===== src/rtl/alu_share_arbiter.sv =====
// Two-requester round-robin front end that time-shares one 16-bit ALU and returns tagged results.
// Optional opcode screening is enabled with `define ALU_SHARE_ARBITER_OPCHECK_EN.
module alu_share_arbiter #(
    parameter int unsigned ALU_LATENCY = 1
) (
    input  logic        clk,
    input  logic        reset,

    input  logic        req0_valid,
    output logic        req0_ready,
    input  logic [3:0]  req0_op,
    input  logic [15:0] req0_a,
    input  logic [15:0] req0_b,
    input  logic        req0_sub,

    input  logic        req1_valid,
    output logic        req1_ready,
    input  logic [3:0]  req1_op,
    input  logic [15:0] req1_a,
    input  logic [15:0] req1_b,
    input  logic        req1_sub,

    output logic [15:0] alu_valA,
    output logic [15:0] alu_valB,
    output logic [3:0]  alu_op,
    output logic        alu_sub,
    input  logic [15:0] alu_result,
    input  logic [3:0]  alu_cc,

    output logic        rsp_valid,
    input  logic        rsp_ready,
    output logic        rsp_id,
    output logic [15:0] rsp_result,
    output logic [3:0]  rsp_cc,
    output logic        rsp_err,
    output logic        busy
);

    typedef enum logic [1:0] {StIdle, StExec, StResp} state_e;

    localparam logic [3:0] LatCnt = 4'(ALU_LATENCY);

    state_e      state_q, state_d;
    logic [3:0]  cnt_q, cnt_d;
    logic        last_grant_q, last_grant_d;
    logic [3:0]  op_q, op_d;
    logic [15:0] a_q, a_d;
    logic [15:0] b_q, b_d;
    logic        sub_q, sub_d;
    logic        id_q, id_d;
    logic [15:0] result_q, result_d;
    logic [3:0]  cc_q, cc_d;

    logic        gnt_id;
    logic        accept;
    logic [3:0]  gnt_op;
    logic [15:0] gnt_a;
    logic [15:0] gnt_b;
    logic        gnt_sub;

    // On a tie the requester that did not win last time gets the grant.
    assign gnt_id  = (req0_valid && req1_valid) ? ~last_grant_q : req1_valid;
    assign gnt_op  = gnt_id ? req1_op  : req0_op;
    assign gnt_a   = gnt_id ? req1_a   : req0_a;
    assign gnt_b   = gnt_id ? req1_b   : req0_b;
    assign gnt_sub = gnt_id ? req1_sub : req0_sub;

    assign req0_ready = ~reset && (state_q == StIdle) && req0_valid && !gnt_id;
    assign req1_ready = ~reset && (state_q == StIdle) && req1_valid &&  gnt_id;
    assign accept     = req0_ready || req1_ready;

`ifdef ALU_SHARE_ARBITER_OPCHECK_EN
    logic err_q, err_d;
    logic op_bad;

    assign op_bad  = gnt_op inside {4'b0000, 4'b0011, 4'b0100, 4'b1010};
    assign rsp_err = err_q;
`else
    assign rsp_err = 1'b0;
`endif

    always_comb begin
        state_d      = state_q;
        cnt_d        = cnt_q;
        last_grant_d = last_grant_q;
        op_d         = op_q;
        a_d          = a_q;
        b_d          = b_q;
        sub_d        = sub_q;
        id_d         = id_q;
        result_d     = result_q;
        cc_d         = cc_q;
`ifdef ALU_SHARE_ARBITER_OPCHECK_EN
        err_d        = err_q;
`endif
        unique case (state_q)
            StIdle: begin
                if (accept) begin
                    last_grant_d = gnt_id;
                    id_d         = gnt_id;
                    cnt_d        = LatCnt;
                    op_d         = gnt_op;
                    a_d          = gnt_a;
                    b_d          = gnt_b;
                    sub_d        = gnt_sub;
                    state_d      = StExec;
`ifdef ALU_SHARE_ARBITER_OPCHECK_EN
                    err_d        = op_bad;
                    // Rejected opcodes never reach the ALU; its inputs keep the previous command.
                    if (op_bad) begin
                        op_d     = op_q;
                        a_d      = a_q;
                        b_d      = b_q;
                        sub_d    = sub_q;
                        result_d = '0;
                        cc_d     = '0;
                        state_d  = StResp;
                    end
`endif
                end
            end
            StExec: begin
                cnt_d = cnt_q - 4'd1;
                if (cnt_q == 4'd1) begin
                    result_d = alu_result;
                    cc_d     = alu_cc;
                    state_d  = StResp;
                end
            end
            StResp: begin
                if (rsp_ready) begin
                    state_d = StIdle;
                end
            end
            default: state_d = StIdle;
        endcase
    end

    always_ff @(posedge clk or posedge reset) begin
        if (reset) begin
            state_q      <= StIdle;
            cnt_q        <= '0;
            last_grant_q <= 1'b1;
            op_q         <= '0;
            a_q          <= '0;
            b_q          <= '0;
            sub_q        <= 1'b0;
            id_q         <= 1'b0;
            result_q     <= '0;
            cc_q         <= '0;
`ifdef ALU_SHARE_ARBITER_OPCHECK_EN
            err_q        <= 1'b0;
`endif
        end else begin
            state_q      <= state_d;
            cnt_q        <= cnt_d;
            last_grant_q <= last_grant_d;
            op_q         <= op_d;
            a_q          <= a_d;
            b_q          <= b_d;
            sub_q        <= sub_d;
            id_q         <= id_d;
            result_q     <= result_d;
            cc_q         <= cc_d;
`ifdef ALU_SHARE_ARBITER_OPCHECK_EN
            err_q        <= err_d;
`endif
        end
    end

    assign alu_valA   = a_q;
    assign alu_valB   = b_q;
    assign alu_op     = op_q;
    assign alu_sub    = sub_q;
    assign rsp_valid  = (state_q == StResp);
    assign rsp_id     = id_q;
    assign rsp_result = result_q;
    assign rsp_cc     = cc_q;
    assign busy       = (state_q != StIdle);

endmodule


===== config.mk =====
export PLATFORM = sky130hd
export DESIGN_NAME = alu_share_arbiter
export DESIGN_NICKNAME = d
export VERILOG_FILES = /design/src/rtl/alu_share_arbiter.sv
export SDC_FILE = /design/constraint.sdc
export NUM_CORES = 1
export LEC_CHECK = 0
export ABC_CLOCK_PERIOD_IN_PS = 2150
export BUFFER_PORTS_ARGS = -buffer_cell sky130_fd_sc_hd__buf_2
export CAP_MARGIN = 20
export CORE_MARGIN = 3
export CORE_UTILIZATION = 46
export CTS_BUF_LIST = sky130_fd_sc_hd__clkbuf_8
export CTS_CLUSTER_DIAMETER = 30
export DETAILED_ROUTE_END_ITERATION = 12
export GPL_TIMING_DRIVEN = 0
export PLACE_DENSITY_LB_ADDON = 0.05
export SYNTH_ARGS = -nofsm -noshare
export SYNTH_HDL_FRONTEND = slang
export SYNTH_SLANG_ARGS = --single-unit

===== constraint.sdc =====
create_clock -name clk -period 2.15 [get_ports clk]
set_input_delay 0.3225 -clock clk [delete_from_list [all_inputs] [get_ports clk]]
set_output_delay 0.3225 -clock clk [all_outputs]
set_load 0.1 [all_outputs]

==> impl_metrics.toml <==
[synthesis]
synthTopCellsByArea = "dfrtp_1 (56%), a21o_1 (9.6%), o221a_1 (8.6%), mux2_2 (7.4%), o221a_2 (5.9%)"
synth-seq-area-share_pct = 56.5
synth_top_area_cell = "dfrtp_1"
synth_seq_cells = 65
yosysMostFrequentCell = "dfrtp_1"
ys_warn_count = 0
async_flop_share_pct = 100
synth_top_area_share_pct = 55.6
syn_nets = 319
synth_cells = 218
syn_area_sq_mm = 0.00288
synth_edf_count = 0
synthFlopType = "dfrtp_1"
ys_top_cells_by_count = "dfrtp_1 (64), a21o_1 (37), o221a_1 (22), mux2_2 (19), o221a_2 (15)"
ys_types = 31
avgSynthCellArea_sq_um = 13.2

[hold_path]
min_path_type = "in2async"

[sta]
setup_viol = 0
final_hold_viol_count = 0
slew_headroom_pct = 46.8
worst_hold_slack_ns = 0.178
period_share_pct = 96.2
drv_slew = 0
worst_pin_slew_ns = 0.796
timing.fmax_mhz = 483
fin_skew_ns = 0.00488
min_period_ns = 2.07
rsz0062_at_grt = "true"

[routing]
viasPerCell = 5.28
drtIter0Drc = 109
routedWlPerCell_um = 15.8
vias = 2499
drt.antenna.violating_nets = 0
wirelength_um = 7490
drc_errors = 0
drt_pre_antenna_iters = 4

[clock_tree]
clkLatencyLatePin_ns = 0.33
path_clk_slew_ns = 0.07
htreeDepth = 3
cts_made_buffers = 9
cts-root-buf = "clkbuf_8"
cts.sinks = 65
cts_tree = "yes"
cts_hold_buf = 0
clock_path_buffers = 2

[finish]
fillCellCount = 482
drive_above_1_share_pct = 58.5
final_nets = 494
antenna_cells = 0
fin_util_pct = 68.6
area_delta_synth_final_pct = 42.7

[floorplanning]
die_h_um = 85.1
start_util_pct = 48.1
fp.dieArea_sq_mm = 0.00724
rows = 28
boundaryPins = 162
die-width_um = 85.1
core-area_sq_mm = 0.00599

[worst_setup_path]
start_kind = "flop"
crit_buf_inv = 4
crit_type = "reg2out"
end_kind = "primary output"
crit_required_ns = 1.83
worst-endpoint-arrival_ns = 1.75
crit_fanout = 19
crit_family = "buffers and inverters"
cp_slowest_cell = "dfrtp_2"
critical-path-max-stage-delay_ns = 0.43
path_cells = "nor3_4 > buf_4 > nand3_2 > buf_6 > inv_1 > buf_12"

[placement]
io_buffer_count = 160
dp_hpwl_um = 5520
gp_congestion = 0.765

[global_routing]
grt_pass1_wl_um = 11800
grt_pass1_vias = 2550
antenna_found_initial = 0
grt.total_usage_pct = 20.5
grt_overflow = 0
grt_start_max_net_pins = 38

[run_status]
outcome = "finished, final reports clean"

[flow_run]
drv_cap = 0
-- final cells by class --
| class | count | area, sq um | area share [%] |
|---|---|---|---|
| clock buffer | 11 | 151 | 3.68 |
| multi-input combinational | 127 | 1150 | 28.0 |
| clock inverter | 5 | 77.6 | 1.89 |
| tap | 75 | 93.8 | 2.28 |
| sequential | 65 | 1630 | 39.7 |
| timing repair buffer | 165 | 881 | 21.4 |
| inverter | 7 | 26.3 | 0.639 |
| buffer | 18 | 97.6 | 2.38 |
-- cells in the final DEF, fill, tap and decap left out, types with 2 or more instances in the layout --
| cell type | instances |
|---|---|
| nand2_1 | 2 |
| a21oi_1 | 2 |
| or2_2 | 2 |
| dfrtp_1 | 62 |
| bufinv_16 | 2 |
| inv_2 | 2 |
| nand3_2 | 2 |
| dfrtp_2 | 2 |
| ha_1 | 2 |
| clkbuf_8 | 12 |
| buf_2 | 162 |
| mux2_1 | 2 |
| nor2_1 | 3 |
| inv_1 | 5 |
| buf_12 | 3 |
| o221a_2 | 15 |
| o21ai_0 | 2 |
| clkinv_2 | 2 |
| a21o_1 | 37 |
| nand2b_1 | 5 |
| o221a_1 | 22 |
| buf_4 | 6 |
| mux2_2 | 19 |
| clkbuf_1 | 10 |
-- path summary, 6_finish.rpt --
path,start,endpoint,slack (ns),cells past startpoint
worst max register to register,state_q[1],alu_op[2],0.42,6
worst max-delay path,state_q[1],req1_ready,0.08,6
max in group asynchronous,reset,alu_valB[8],1.34,3
min in group clk,rsp_ready,state_q[1],0.20,2
worst min-delay path,reset,rsp_result[2],0.18,2
worst min register to register,rsp_result[3],rsp_result[3],0.50,1
-- worst reg2reg max path: cells and delay by family, from the launching register on --
| family | cells | cell delay [ns] |
|---|---|---|
| AO/OA/AOI/OAI | 2 | 0.34 |
| buffers and inverters | 3 | 0.63 |
| flip-flops | 1 | 0.43 |
| AND/OR/NAND/NOR | 1 | 0.25 |
-- routing by layer --
metal | track usage, % | vias up | part of all wire [%]
met3 | 6.60 | 14 | 8.0
li1 | - | 1178 | -
met2 | 33.9 | 107 | 50
met4 | 8.49 | 0 | 1.9
met5 | 0 | - | 0
met1 | 24.7 | 1200 | 40
-- timing repair --
| action | CTS | global route |
|---|---|---|
| gates resized for setup | 17 | 2 |
| setup endpoints to repair | 2 | 1 |
| buffers inserted | 3 | 1 |
| gates cloned | 0 | 0 |
| pin swaps | 2 | 2 |
-- metrics by stage --
step / instance area (sq um) / std cells / worst slack (ns) / setup TNS, ns
floorplan: 2880 / 218 / 0.0476 / 0
detailed placement: 3790 / 454 / -0.125 / -0.175
global placement: 3770 / 453 / -0.660 / -42.32
global route: 4110 / 473 / -0.0271 / -0.0298
CTS: 4100 / 472 / 0.00704 / 0
finish: 4110 / 473 / 0.0810 / 0
-- flip-flops by register name, summed over array words and instances (netlist names) --
signal,count
alu_valA,16
alu_valB,16
rsp_result,16
alu_op,4
cnt_q,4
rsp_cc,4
state_q,2
alu_sub,1
last_grant_q,1
rsp_id,1
-- cells by family after synthesis --
group           Yosys count  synth area share (%)
compound gates           84                  26.5
flops                    65                  56.5
buf+inv                  26                  3.82
simple gates             19                  3.96
other cells               1                 0.130
mux                      21                  8.21
fa+ha+maj                 2                 0.869
Power is not shown: default switching activity piles up to over one toggle a cycle in this logic, so the estimate is an artifact.
